File: src/rtl/life_pkg.sv
// Shared types and helpers for the tiled Game-of-Life grid.
// Optional build macro: LIFE_WRAP_EN (toroidal edges), consumed by life_grid_tiled.
package life_pkg;

    localparam int TILE_SIDE = 4;
    localparam int TILE_BITS = 16;

    typedef enum logic {
        IDLE  = 1'b0,
        COUNT = 1'b1
    } state_t;

    // Flat bit index of local cell (lx, ly) inside tile (tx, ty); tiles are column-major
    function automatic int cell_index(input int tx, input int ty, input int lx,
                                      input int ly, input int tiles_y);
        return (tx * tiles_y + ty) * TILE_BITS + TILE_SIDE * lx + ly;
    endfunction

    // Live-cell count of one tile word
    function automatic logic [4:0] popcount16(input logic [15:0] word);
        logic [4:0] cnt;
        cnt = '0;
        for (int i = 0; i < 16; i++) cnt = cnt + {4'b0, word[i]};
        return cnt;
    endfunction

endpackage

File: src/rtl/life_cell_next.sv
// Single-cell B3/S23 successor: eight neighbour bits and the current bit in, next bit out.
module life_cell_next (
    input  logic [7:0] nbrs,
    input  logic       cur,
    output logic       nxt
);

    logic [3:0] cnt;

    // Count live neighbours, then apply birth-on-3 / survive-on-2-or-3
    always_comb begin
        cnt = '0;
        for (int i = 0; i < 8; i++) cnt = cnt + {3'b0, nbrs[i]};
        nxt = (cnt == 4'd3) || (cur && (cnt == 4'd2));
    end

endmodule

File: src/rtl/life_grid_tiled.sv
// Tiled Game-of-Life grid with step handshake, generation counter, sequential
// population count and still-life / period-2 detection.
// Optional build macro: LIFE_WRAP_EN -- when defined the grid edges are toroidal,
// otherwise every out-of-grid neighbour reads as dead.
module life_grid_tiled
    import life_pkg::*;
#(
    parameter  int TILES_X = 2,
    parameter  int TILES_Y = 2,
    parameter  int GEN_W   = 16,
    localparam int NT      = TILES_X * TILES_Y,
    localparam int SEL_W   = (NT > 1) ? $clog2(NT) : 1,
    localparam int POP_W   = $clog2(16 * NT + 1)
) (
    input  logic             clk,
    input  logic             reset,
    input  logic [15:0]      vali,
    input  logic [SEL_W-1:0] vali_selector,
    input  logic             write_enb,
    input  logic [SEL_W-1:0] valo_selector,
    output logic [15:0]      valo,
    output logic [15:0]      valo_prev,
    input  logic             step,
    input  logic             clear,
    output logic             busy,
    output logic             done,
    output logic [GEN_W-1:0] generation,
    output logic [POP_W-1:0] population,
    output logic             pop_valid,
    output logic             stable,
    output logic             oscillating
);

    localparam int W  = TILE_SIDE * TILES_X;
    localparam int H  = TILE_SIDE * TILES_Y;
    localparam int NB = NT * TILE_BITS;

    logic [NB-1:0]    cells;
    logic [NB-1:0]    prev;
    logic [NB-1:0]    next_cells;
    state_t           state;
    state_t           state_nxt;
    logic [SEL_W-1:0] k;
    logic [POP_W-1:0] acc;
    logic [POP_W-1:0] acc_sum;
    logic [15:0]      count_tile;
    logic             do_clear;
    logic             do_step;
    logic             do_write;
    logic             count_last;

    // Neighbourhood wiring is resolved at elaboration; each cell gets its own rule instance
    for (genvar gx = 0; gx < W; gx++) begin : g_x
        for (genvar gy = 0; gy < H; gy++) begin : g_y
            localparam int IDX = cell_index(gx / 4, gy / 4, gx % 4, gy % 4, TILES_Y);
            logic [7:0] nbrs;
            for (genvar d = 0; d < 9; d++) begin : g_nb
                if (d != 4) begin : g_use
                    localparam int RX   = gx + d / 3 - 1;
                    localparam int RY   = gy + d % 3 - 1;
                    localparam int SLOT = (d < 4) ? d : d - 1;
`ifdef LIFE_WRAP_EN
                    localparam int NX = (RX + W) % W;
                    localparam int NY = (RY + H) % H;
                    assign nbrs[SLOT] = cells[cell_index(NX / 4, NY / 4, NX % 4, NY % 4, TILES_Y)];
`else
                    if (RX >= 0 && RX < W && RY >= 0 && RY < H) begin : g_in
                        assign nbrs[SLOT] = cells[cell_index(RX / 4, RY / 4, RX % 4, RY % 4, TILES_Y)];
                    end else begin : g_out
                        assign nbrs[SLOT] = 1'b0;
                    end
`endif
                end
            end
            life_cell_next u_cell (
                .nbrs (nbrs),
                .cur  (cells[IDX]),
                .nxt  (next_cells[IDX])
            );
        end
    end

    // Read mux for the renderer; unmatched selectors read as zero
    always_comb begin
        valo      = '0;
        valo_prev = '0;
        for (int t = 0; t < NT; t++) begin
            if (valo_selector == SEL_W'(t)) begin
                valo      = cells[t*16 +: 16];
                valo_prev = prev[t*16 +: 16];
            end
        end
    end

    // Tile being summed this COUNT cycle and the running total including it
    always_comb begin
        count_tile = '0;
        for (int t = 0; t < NT; t++) begin
            if (k == SEL_W'(t)) count_tile = cells[t*16 +: 16];
        end
        acc_sum = acc + POP_W'(popcount16(count_tile));
    end

    // FSM state register
    always_ff @(posedge clk) begin
        if (!reset) state <= IDLE;
        else        state <= state_nxt;
    end

    // FSM next state: a step leaves IDLE unless clear wins; COUNT ends after the last tile
    always_comb begin
        state_nxt = state;
        case (state)
            IDLE:    if (!clear && step) state_nxt = COUNT;
            COUNT:   if (k == SEL_W'(NT - 1)) state_nxt = IDLE;
            default: state_nxt = IDLE;
        endcase
    end

    // FSM outputs: command strobes (clear > step > write, IDLE only) and busy
    always_comb begin
        busy       = (state == COUNT);
        do_clear   = (state == IDLE) && clear;
        do_step    = (state == IDLE) && !clear && step;
        do_write   = (state == IDLE) && !clear && !step && write_enb;
        count_last = (state == COUNT) && (k == SEL_W'(NT - 1));
    end

    // Grid state, generation bookkeeping and the population accumulator
    always_ff @(posedge clk) begin
        if (!reset) begin
            cells       <= '0;
            prev        <= '0;
            generation  <= '0;
            population  <= '0;
            pop_valid   <= 1'b1;
            stable      <= 1'b0;
            oscillating <= 1'b0;
            done        <= 1'b0;
            k           <= '0;
            acc         <= '0;
        end else begin
            done <= count_last;
            if (do_clear) begin
                cells       <= '0;
                prev        <= '0;
                generation  <= '0;
                population  <= '0;
                pop_valid   <= 1'b1;
                stable      <= 1'b0;
                oscillating <= 1'b0;
            end else if (do_step) begin
                prev        <= cells;
                cells       <= next_cells;
                generation  <= generation + 1'b1;
                stable      <= (next_cells == cells);
                oscillating <= (next_cells == prev);
                acc         <= '0;
                k           <= '0;
                pop_valid   <= 1'b0;
            end else if (do_write) begin
                for (int t = 0; t < NT; t++) begin
                    if (vali_selector == SEL_W'(t)) cells[t*16 +: 16] <= vali;
                end
                pop_valid <= 1'b0;
            end
            if (busy) begin
                acc <= acc_sum;
                k   <= k + 1'b1;
                if (count_last) begin
                    population <= acc_sum;
                    pop_valid  <= 1'b1;
                end
            end
        end
    end

endmodule

File: config.mk
export PLATFORM = sky130hd
export DESIGN_NAME = life_grid_tiled
export DESIGN_NICKNAME = d
export VERILOG_FILES = /design/src/rtl/life_pkg.sv /design/src/rtl/life_cell_next.sv /design/src/rtl/life_grid_tiled.sv
export SDC_FILE = /design/constraint.sdc
export NUM_CORES = 1
export LEC_CHECK = 0
export ABC_CLOCK_PERIOD_IN_PS = 5200
export CORE_ASPECT_RATIO = 0.6
export CORE_MARGIN = 4
export CORE_UTILIZATION = 40
export DETAILED_ROUTE_END_ITERATION = 12
export PLACE_DENSITY = 0.63
export RECOVER_POWER = 50
export SLEW_MARGIN = 20
export SYNTH_ARGS = -nofsm -noshare
export SYNTH_HDL_FRONTEND = slang
export SYNTH_SLANG_ARGS = --single-unit
File: constraint.sdc
create_clock -name clk -period 5.2 [get_ports clk]
set_input_delay 1.04 -clock clk [delete_from_list [all_inputs] [get_ports clk]]
set_output_delay 1.04 -clock clk [all_outputs]
set_load 0.05 [all_outputs]
======== Word level (Yosys, flattened, before mapping) ========
Index checks and enable logic that the tools add are counted.
storage, ports and cells
  bits in registers ....................... 165
  bits in latches ......................... 0
  bits in writable memories ............... 0
  ROM bits ................................ 0
  input bits .............................. 25
  output and inout port bits .............. 60
  memories ................................ 0
operators by class
  add/sub/neg operators ................... 367
  multipliers ............................. 0
  div/mod/pow operators ................... 0
  order comparisons ....................... 0
  equality and inequality tests ........... 140
  shifts and indexed selects .............. 0
  multiplexer cells ....................... 35
  bitwise operators ....................... 2
  reduce and logical (&&, ||, !) cells .... 152
operators by type and width
  cell                                            count
  adder 4 x 1 -> 4 bit                            292
  == test 4 x 2 -> 1 bit (second input constant)  128
  two-way mux 16 bit                              16
  == test 64 bit                                  2
  two-way mux 64 bit                              2
  adder 1 x 1 -> 2 bit                            58
  logical AND 1 bit                               71
  logical OR 1 bit                                64
  adder 5 x 1 -> 5 bit                            11
  two-way mux 7 bit                               6
  adder 16 x 1 -> 16 bit (second input constant)  1
  == test 2 bit (second input constant)           6
  nonzero test 2 bit                              6
  AND reduction 2 bit                             5
  adder 7 x 5 -> 7 bit                            1
  two-way mux 1 bit                               7
  == test 2 x 1 -> 1 bit (second input constant)  3
  zero test 2 bit                                 3
  two-way mux 2 bit                               3
  adder 4 x 1 -> 5 bit                            1
  adder 3 x 1 -> 4 bit                            1
  adder 2 x 1 -> 3 bit                            1
  adder 2 x 1 -> 2 bit (second input constant)    1
  zero test 1 bit                                 2
  other kinds (4)                                 5

======== Logic depth before layout (Yosys ltp) ========
Gate-level depths: netlist of run 1.
  depth in word-level cells ............... 23
  depth in mapped cells ................... 25

======== Hierarchy ========
Synthesis of run 1 repeated with hierarchy kept, for this count alone.
unflattened totals
  cell total of the unflattened synthesis .. 2,208
  area, all modules ....................... 20,488.4 um^2
by module, submodules not included
  module                                      instances  cells each  area each (um^2)  seq. area each (um^2)
  life_grid_tiled                             1          1,120       9,417.8           3,303.2
  life_cell_next at g_x[0].g_y[5].u_cell ...  44         17          177.7             0.0
  life_cell_next at g_x[0].g_y[0].u_cell ...  20         17          162.7             0.0

======== Worst setup path before layout of run 1 ========
Ideal clock, no wire load.
  path kind ............................... register to register
  from .................................... reg k[0]
  to ...................................... reg population[4]
  data arrival time ....................... 5.297 ns
  setup slack ............................. -0.216 ns
  cell stages (with the launch flop) ...... 25
  period minus slack after synthesis ...... 5.416 ns
  cells stage by stage .................... dfxtp_1 > inv_1 > ha_1 > clkbuf_1 > clkbuf_1 > nand2_1 > nor2_1 > a211oi_1 > a211oi_1 > a21oi_1 > fa_1 > inv_1 > fa_1 > fa_1 > inv_1 > fa_1 > fa_1 > fa_1 > nor2b_1 > o21ai_0 > a21boi_1 > nor2_1 > mux2_2 > a22oi_1 > nor2b_1
on the way
  cells in the longest elaborated chain, start to end .. 23
  elaborated cells on any way between the ends .. 27
  classes of those cells .................. add/sub: 16; eq/ne: 3; mux: 6; reduce/logical: 2
RTL lines
  element                              RTL line                text
  start, declared                      life_grid_tiled.sv:43   logic [SEL_W-1:0] k;
  start signal, assigned               life_grid_tiled.sv:169  k <= k + 1'b1;
  zero test 2 bit                      life_grid_tiled.sv:99   if (k == SEL_W'(t)) count_tile = cells[t*16 +: 16];
  two-way mux 16 bit (4 in series)     life_grid_tiled.sv:99
  adder 1 x 1 -> 2 bit                 life_pkg.sv:23          for (int i = 0; i < 16; i++) cnt = cnt + {4'b0, word[i]};
  adder 2 x 1 -> 3 bit                 life_pkg.sv:23
  adder 3 x 1 -> 4 bit                 life_pkg.sv:23
  adder 4 x 1 -> 5 bit                 life_pkg.sv:23
  adder 5 x 1 -> 5 bit (11 in series)  life_pkg.sv:23
  adder 7 x 5 -> 7 bit                 life_grid_tiled.sv:101  acc_sum = acc + POP_W'(popcount16(count_tile));
  two-way mux 7 bit *                  life_grid_tiled.sv:170  if (count_last) begin
  two-way mux 7 bit *                  life_grid_tiled.sv:167  if (busy) begin
  end signal, assigned                 life_grid_tiled.sv:171  population <= acc_sum;
  end, declared                        life_grid_tiled.sv:28   output logic [POP_W-1:0] population,
Every way passes the cells marked *; elsewhere a longest branch is shown, timed or not.
A chain may end at the register's enable or synchronous reset.

======== Final worst setup path of run 1 ========
  from .................................... reg k[1]
  to ...................................... reg population[4]
The elaborated chain is that of the path after synthesis.

==> flow_summary.ini, run 1 <==
[setup_path]
critPathMaxStageDelay_ps = 560
cp_slowest_cell = fa_1
crit_arrival_ps = 5520
endpoint_kind = register
crit_path_cell_trace = inv_2, buf_6, ha_4, clkbuf_16, nor2_1, a21oi_1, nor2_1, a21oi_1, o21ai_1, fa_1, fa_2, fa_1, inv_2, fa_2, fa_2, fa_2, nor2b_2, o21ai_2, a21boi_2, nor2_1, mux2_2, a22oi_1, nor2b_1
cpLargestDelayFamily = adder cells
crit_top_cell = fa_2
worstSetupPathType = reg -> reg
worstPathRequired_ps = 5560
crit_buf_inv = 4
crit_fanout = 6
cp-start-kind = register

[cells_and_area]
stdcell_count = 3029
nets = 2793
drive_gt1_frac = 0.1121
final_cell_mix = inv_1 (363), nand2_1 (219), nor2_1 (210)
diodes = 0
final_common_cell = inv_1
n_fill_cell = 4414
area_growth_syn_to_layout_pct = 17.97

[floorplan]
die-area_um2 = 50800
initial_core_util = 0.4057
rows = 61
io_pins = 85
chipHeight_um = 176.2
core_area_um2 = 46480
die_x_um = 288.3

[clocking]
h-tree-depth = 4
root_buffer = clkbuf_16
cts.clk_slew.worst_paths_ps = 90
cts_tree = yes
hold_buffers = 0
cts_buffers = 17
clkSinkCount = 165
clk_latency_ps = 470
clk_path_buf_depth = 2

[sta]
slew_headroom = -0.5231
fin_crit_sh = 0.9924
post-route-min-period_ps = 5161
slew_violations = 91
clock.fmax_ghz = 0.1938
rsz0062_at_grt = yes
worst_pin_slew_ps = 2285
whs_ps = 467.5
skew_ps = 19.23
hold_violations = 0
setup_violations = 0

[run]
cap_violations = 1

[synth]
synth_nets = 2612
ys.flop_type = dfxtp_1
yosysSeqAreaShare = 0.1751
yosysWarnings = 0
synth.area.top_cells = fa_1 (22%), dfxtp_1 (18%), ha_1 (12%)
synth_top_area_frac = 0.2208
ys_async_sr_fraction = 0
postSynthCellCount = 2205
synth_seq_cells = 165
synth.avg_cell_area_um2 = 8.553
synth_edf_count = 0
netlist_area_um2 = 18860
ys_types = 65
yosysTopAreaCell = fa_1

[global_routing]
antenna_found_initial = 3
overflow = 0
grt_first_pass_wirelength_mm = 116.9
grt_usage = 0.3187
grt_pass1_vias = 17040
grt_max_degree = 91

[drt]
wl_per_cell_um = 26.87
dr.first_iter.drc_count = 2104
viasPerCell = 5.872
drcViolationCount = 0
antenna_left = 0
wirelength_mm = 81.39
dr.pass1.iters = 6
dr_total_vias = 17790

[run_status]
status = finished with violations
violations = capacitance limit, slew limit

[power]
combinationalPowerShare = 0.342
p_switching_mw = 1.655
p_sw_frac = 0.4025
vdd_drop_max_uv = 258.0
powerDensity_nw_per_um2 = 184.8
p_clk_frac = 0.335
p_int_mw = 2.457
p_leak_nw = 9.749
seq_power_share = 0.323

[placed_design]
detailed_place_hpwl_mm = 65.78
gp_congestion = 1.048
io_buffers = 84
place_inst = 2988

[worst_hold_path]
hold_path.class = reg -> reg
flip-flops by register name, summed over array words and instances, names as in the netlist:
| register | flops |
|---|---|
| cells | 64 |
| prev | 64 |
| generation | 16 |
| acc | 7 |
| population | 7 |
| k | 2 |
| busy | 1 |
| done | 1 |
| oscillating | 1 |
| pop_valid | 1 |
| stable | 1 |
Yosys cell counts, types with 18 or more instances:
library cell  instances
nand2_1             220
nor4bb_1             18
nor2b_1              41
nor4_1               30
or3_1                20
a21oi_1             131
fa_1                208
a211oi_1             71
nor3_1               41
mux2i_1              50
nand4_1              31
a31oi_1              20
o21ai_0              58
xor2_1               31
xnor2_1              30
inv_1               366
nor3b_1              18
dfxtp_1             165
ha_1                174
nor2_1              212
nand2b_1             24
clkbuf_1             64
mux4_2               31
kinds of logic after synthesis:
family                     synth area share
AOI/OAI and AO/OA                    0.1141
xor gates and xnor gates            0.02833
adders and majority gates            0.3362
buffers and inverters               0.08817
DFF                                  0.1751
muxes                               0.07331
and+or+nand+nor                      0.1847
path summary, 6_finish.rpt:
check | startpoint | end | cells past startpoint | slack [ps]
setup / recovery | k[1] | population[4] | 23 | 40
hold / removal | pop_valid | pop_valid | 2 | 470
setup reg to reg | k[1] | population[4] | 23 | 40
hold reg to reg | pop_valid | pop_valid | 2 | 470
power groups by stage:
stage	combinational [mW]	sequential [mW]	clock, mW
detailed placement	1.35	1.35	0
floorplan	0.804	1.38	0
finish	1.41	1.33	1.38
global route	1.53	1.33	1.42
CTS	1.36	1.33	1.37
global placement	1.31	1.35	0
area by class of cell:
class,instances,area [um2],share of cell area
Clock inverter,15,178.9,0.008042
Tap cell,630,788.3,0.03543
Multi-Input combinational cell,1599,14050,0.6315
Clock buffer,17,425.4,0.01912
Timing Repair Buffer,237,2128,0.09566
Inverter,366,1374,0.06175
Sequential cell,165,3304,0.1485
routing by layer:
metal  GRT usage  share of wire  up-vias
met3      0.1243           0.15      136
met5           0        0.00033        -
met1      0.4691           0.43     8827
met2      0.4312           0.39     1064
li1            -              -     7756
met4     0.08536          0.029        4
worst register-to-register path, delay by kind of cell (launching register included):
kind / cells / cell delay [ps]
simple gates: 5 / 500
fa+ha+maj: 7 / 2890
buf+inv: 4 / 370
compound gates: 6 / 690
mux: 1 / 280
flops: 1 / 340
stage by stage:
step	worst slack (ps)	TNS, ps	total power, mW	cell area (um2)	utilization
after CTS	17.73	0	4.056	22070	0.4748
after global placement	-101.9	-165.7	2.663	21400	0.4604
after floorplan	4.955	0	2.180	18870	-
after detailed placement	-190.2	-343.8	2.703	21400	0.4604
after global routing	-196.8	-704.9	4.280	22250	0.4786
final	39.35	0	4.112	22250	0.4786
timing repair:
| action | 4_1_cts | 5_1_grt |
|---|---|---|
| gates resized for setup | 9 | 30 |
| buffers inserted | 1 | 4 |
| gates cloned | 1 | 3 |
| pin swaps | 11 | 14 |
| endpoints found under the setup margin | 3 | 8 |
Note: power is estimated with default switching activity, not from simulation.
==> run 2, diff against run 1 <==
Settings changed: CELL_PAD_IN_SITES_DETAIL_PLACEMENT from default to 1, CELL_PAD_IN_SITES_GLOBAL_PLACEMENT from default to 1, CORE_MARGIN 4 to default, CTS_CLUSTER_DIAMETER from default to 40, PLACE_DENSITY 0.63 to 0.77.
==> run 2 against run 1 <==
Compared with the run above:
- largest power group unchanged
- sequential cell count is the same
- core utilization grew 0.057 points
- the run now ends clean
- worst setup slack got worse by 22 ps
- non-clock buffer count rose by 3
- die area is 5.4% lower
- hold slack got worse by 6.4 ps
- design area hardly changed
- via count up 4.0%
- combinational power increased by 4%
==> flow_summary.ini, run 2 (synthesized netlist as in run 1, its figures left out) <==
[sta]
worst_pin_slew_ps = 1264
slew_violations = 0
slew_headroom = 0.1505
rsz0062_at_grt = yes
hold_violations = 0
setup_violations = 0
skew_ps = 16.53
clock.fmax_ghz = 0.1929
post-route-min-period_ps = 5183
fin_crit_sh = 0.9967
fin_ws_ps = 17.12
setup_tns_ps = 0

[global_routing]
antenna_found_initial = 6
grt_pass1_vias = 18770
overflow = 0
grt_first_pass_wirelength_mm = 127.8
grt_max_degree = 75
grt_usage = 0.3755

[setup_path]
crit_path_cell_trace = buf_4, ha_1, buf_12, a211oi_2, a21oi_2, fa_1, inv_1, fa_1, fa_1, inv_1, fa_1, fa_2, fa_2, nor2b_2, o21ai_2, a21boi_2, nor2_1, mux2_4, a22oi_2, nor2b_1
cpLargestDelayFamily = adder cells
crit_arrival_ps = 5540
crit_buf_inv = 4
crit_fanout = 32
worstPathRequired_ps = 5560
worstSetupPathType = reg -> reg
cp_slowest_cell = fa_1
crit_top_cell = fa_1
critPathMaxStageDelay_ps = 560
endpoint_kind = register
cp-start-kind = register

[clocking]
cts_buffers = 17
root_buffer = clkbuf_16
h-tree-depth = 4
clkSinkCount = 165
clk_latency_ps = 470
hold_buffers = 0
cts_tree = yes
clk_path_buf_depth = 2
cts.clk_slew.worst_paths_ps = 70

[drt]
top_layer = met4
wl_met1_mm = 37.82
dr_total_vias = 18490
wl_per_cell_um = 29.24
met2WireLength_mm = 36.02
viasPerCell = 6.093
dr_wl_met3_mm = 12.16
antenna_left = 0
wirelength_mm = 88.74
drcViolationCount = 0
dr.first_iter.drc_count = 2243
dr.pass1.iters = 5

[cells_and_area]
multi_input_area_um2 = 14060
seq_area_um2 = 3306
top_regs = cells x64, prev x64, generation x16
nets = 2796
final_cell_mix = inv_1 (364), nand2_1 (217), nor2_1 (209)
final_common_cell = inv_1
drive_gt1_frac = 0.1112
area_growth_syn_to_layout_pct = 17.91
n_fill_cell = 5525

[floorplan]
initial_core_util = 0.4064
chipHeight_um = 170.2
core_area_um2 = 46400
die-area_um2 = 48050
die_x_um = 282.3
rows = 61
io_pins = 85

[placed_design]
place_ws_ps = -200.9
detailed_place_hpwl_mm = 72.25
io_buffers = 84
gp_congestion = 1.035

[power]
p_leak_nw = 9.739
powerDensity_nw_per_um2 = 184.8
finalPower_mw = 4.109
vdd_drop_max_uv = 212.8

[worst_hold_path]
hold_path.class = reg -> reg

[run]
cap_violations = 0

[run_status]
status = finished, final reports clean
-- run 2: cell count changes in the layout (fill, tap and decap cells not counted), moves of 3 or more --
cell,before,now
inv_8,4,0
diode_2,0,4
clkbuf_16,20,17
clkinv_8,4,0
clkinvlp_4,0,6
buf_4,141,144
-- run 2: final timing paths --
check	startpoint	end	slack [ps]	depth (start not counted)
hold / removal	pop_valid	pop_valid	460	2
setup / recovery	k[1]	population[4]	20	20
setup reg to reg	k[1]	population[4]	20	20
hold reg to reg	pop_valid	pop_valid	460	2
-- run 2: cell type report --
type / instances / share of cell area
repair buffers: 240 / 0.09576
clock inverters: 13 / 0.005570
well taps: 630 / 0.03545
diodes: 4 / 0.0004501
flip-flops and latches: 165 / 0.1487
inverters: 366 / 0.06189
multi-input cells: 1599 / 0.6325
clock buffers: 18 / 0.01975
-- run 2: metrics by stage --
step | hold slack, ps | instances | util | area, um2
after CTS | 464.3 | 3031 | 0.4784 | 22200
after floorplan | 446.1 | 2205 | - | 18870
after detailed placement | 453.1 | 2990 | 0.4615 | 21410
final | 461.1 | 3035 | 0.4792 | 22240
after global routing | 485.6 | 3031 | 0.4790 | 22230
after global placement | 439.3 | 2990 | 0.4615 | 21410
-- run 2: worst register-to-register path, cell delays in order, from the launching register on --
cell and delay, ps:
dfxtp_2 340, buf_4 140, ha_1 240, buf_12 190, a211oi_2 260, a21oi_2 70
fa_1 530, inv_1 50, fa_1 480, fa_1 560, inv_1 60, fa_1 470
fa_2 370, fa_2 380, nor2b_2 150, o21ai_2 90, a21boi_2 160, nor2_1 80
mux2_4 270, a22oi_2 140, nor2b_1 60
-- run 2: power by group --
| part | total (mW) | switching [mW] | internal (mW) |
|---|---|---|---|
| combinational | 1.46 | 0.939 | 0.521 |
| clock | 1.31 | 0.639 | 0.675 |
| sequential | 1.34 | 0.0449 | 1.29 |
| total | 4.11 | 1.62 | 2.49 |
-- run 2: what timing repair did --
action,4_1_cts,5_1_grt
pin swaps,22,3
resized for setup,35,8
gates cloned,2,0
buffers inserted,9,0
endpoints found under the setup margin,4,8
-- run 2: routing by layer --
| metal | track usage | vias up |
|---|---|---|
| li1 | - | 7758 |
| met1 | 0.5406 | 9465 |
| met2 | 0.5316 | 1106 |
| met3 | 0.1163 | 164 |
| met4 | 0.1133 | 0 |
| met5 | 0 | - |
==> run 3, diff against run 2 <==
Settings changed: CAP_MARGIN from default to 5, CTS_BUF_LIST from default to sky130_fd_sc_hd__clkbuf_8.
==> run 3 against run 2 <==
Compared with the run above:
- the flow now finishes with violations (capacitance limit, slew limit)
- die area unchanged
- total power fell by 7.6%
- worst setup slack gained 39 ps
- core utilization fell by 0.48 points
- hold slack better by 1.2 ps
- register-to-register slack gained 40 ps
- critical path depth increased by 4
- final cell count barely moved
- sequential power barely moved
- critical endpoint unchanged
- largest cell class unchanged
- highest routed layer is now met5
==> flow_summary.ini, run 3 (synthesized netlist as in run 1, its figures left out) <==
[clocking]
h-tree-depth = 4
cts_buffers = 17
clk_latency_ps = 550
hold_buffers = 0
root_buffer = clkbuf_8
clk_path_buf_depth = 2
cts.clk_slew.worst_paths_ps = 100
clkSinkCount = 165
cts_tree = yes

[drt]
dr.first_iter.drc_count = 2286
wl_per_cell_um = 29.22
viasPerCell = 6.063
wirelength_mm = 88.66
dr_total_vias = 18400
antenna_left = 0
drcViolationCount = 0
dr.pass1.iters = 5

[cells_and_area]
final_cell_mix = inv_1 (363), nand2_1 (218), nor2_1 (207)
top_regs = cells x64, prev x64, generation x16
fin_area_um2 = 22020
nets = 2796
stdcell_count = 3034
drive_gt1_frac = 0.1108
final_common_cell = inv_1
final_util = 0.4744
area_growth_syn_to_layout_pct = 16.74

[worst_hold_path]
hold_path.class = reg -> reg
hold_depth = 2
min_from = pop_valid
hold_path_end = pop_valid

[sta]
slew_headroom = -0.1746
slew_violations = 104
clock.fmax_ghz = 0.1944
fin_crit_sh = 0.9892
hold_violations = 0
whs_ps = 462.3
rsz0062_at_grt = yes
post-route-min-period_ps = 5144
setup_violations = 0
worst_pin_slew_ps = 1762
setup_tns_ps = 0
skew_ps = 28.57
fin_ws_ps = 55.93

[global_routing]
grt_first_pass_wirelength_mm = 127.1
antenna_found_initial = 4
grt_pass1_vias = 18590
overflow = 0
grt_usage = 0.3735
grt_max_degree = 75

[setup_path]
worstPathRequired_ps = 5640
reg2reg_slack_ps = 60
endpoint_kind = register
critPathLaunch = k[0]
crit_fanout = 6
worstSetupPathType = reg -> reg
worst_r2r_endpoint = population[4]
r2r_cells = 24
reg2reg_from = k[0]
cp-start-kind = register
crit_arrival_ps = 5580

[power]
vdd_drop_max_uv = 174.0
powerDensity_nw_per_um2 = 172.5
finalPower_mw = 3.797
p_leak_nw = 9.728

[floorplan]
rows = 61
die_x_um = 282.3
die-area_um2 = 48050
chipHeight_um = 170.2
io_pins = 85
initial_core_util = 0.4064
core_area_um2 = 46400

[placed_design]
detailed_place_hpwl_mm = 72.25
placed_area_um2 = 21410
gp_congestion = 1.035
io_buffers = 84
place_ws_ps = -200.9
place_inst = 2990

[run_status]
status = finished with violations
violations = capacitance limit, slew limit

[run]
cap_violations = 2
run 3: cell types whose count changed in the layout (fill, tap and decap cells not counted), sizes merged:
cell and delta:
buf -6, bufbuf -1, clkbuf +7, clkdlybuf4s50 -27, diode -1, dlygate4sd3 +27
run 3: layer usage:
metal | share of wire | global-route usage | vias up | wire (um)
met5 | 0.00030 | 0 | - | 27
met4 | 0.029 | 0.09753 | 4 | 2540
met3 | 0.14 | 0.1107 | 159 | 12080
met2 | 0.41 | 0.5367 | 1113 | 36320
met1 | 0.43 | 0.5398 | 9372 | 37700
li1 | - | - | 7747 | -
run 3: what timing repair did:
item	in CTS	in global routing
gates cloned	0	3
resized for setup	10	29
setup buffers	5	2
pin swaps	8	9
endpoints found under the setup margin	3	7
run 3: how the worst max path moves through the flow:
stage               slack, ps       endpoint  cells after the start
finish                     60  population[4]                     24
global route             -150  population[4]                     24
CTS                        20  population[4]                     22
detailed placement       -200  population[4]                     22
global placement          -40  population[4]                     22
floorplan                   5  population[4]                     24
run 3: cell type report:
type                    count  area (um2)
well taps                 630       788.3
diodes                      3       7.507
multi-input cells        1599       14040
inverters                 366        1376
repair buffers            240        2123
fillers                  5546       24390
clock buffers              18       247.7
clock inverters            13       123.9
flip-flops and latches    165        3306
run 3: report_power, final:
| part | internal (mW) | switching [mW] |
|---|---|---|
| clock | 0.393 | 0.606 |
| sequential | 1.29 | 0.0448 |
| combinational | 0.522 | 0.941 |
run 3: worst max-delay path, cell delays in order, from the launching register on:
cell	delay [ps]
dfxtp_2	360
buf_6	120
ha_4	200
clkbuf_16	180
nor2_2	40
a21oi_2	100
nor2_1	60
a21oi_1	120
nor2_1	70
a21oi_1	160
fa_1	430
inv_1	80
fa_1	440
fa_1	520
inv_2	40
fa_1	490
fa_2	370
fa_2	360
nor2b_1	120
o21ai_1	90
a21boi_1	180
nor2_1	90
mux2_4	270
a22oi_2	110
nor2b_1	60
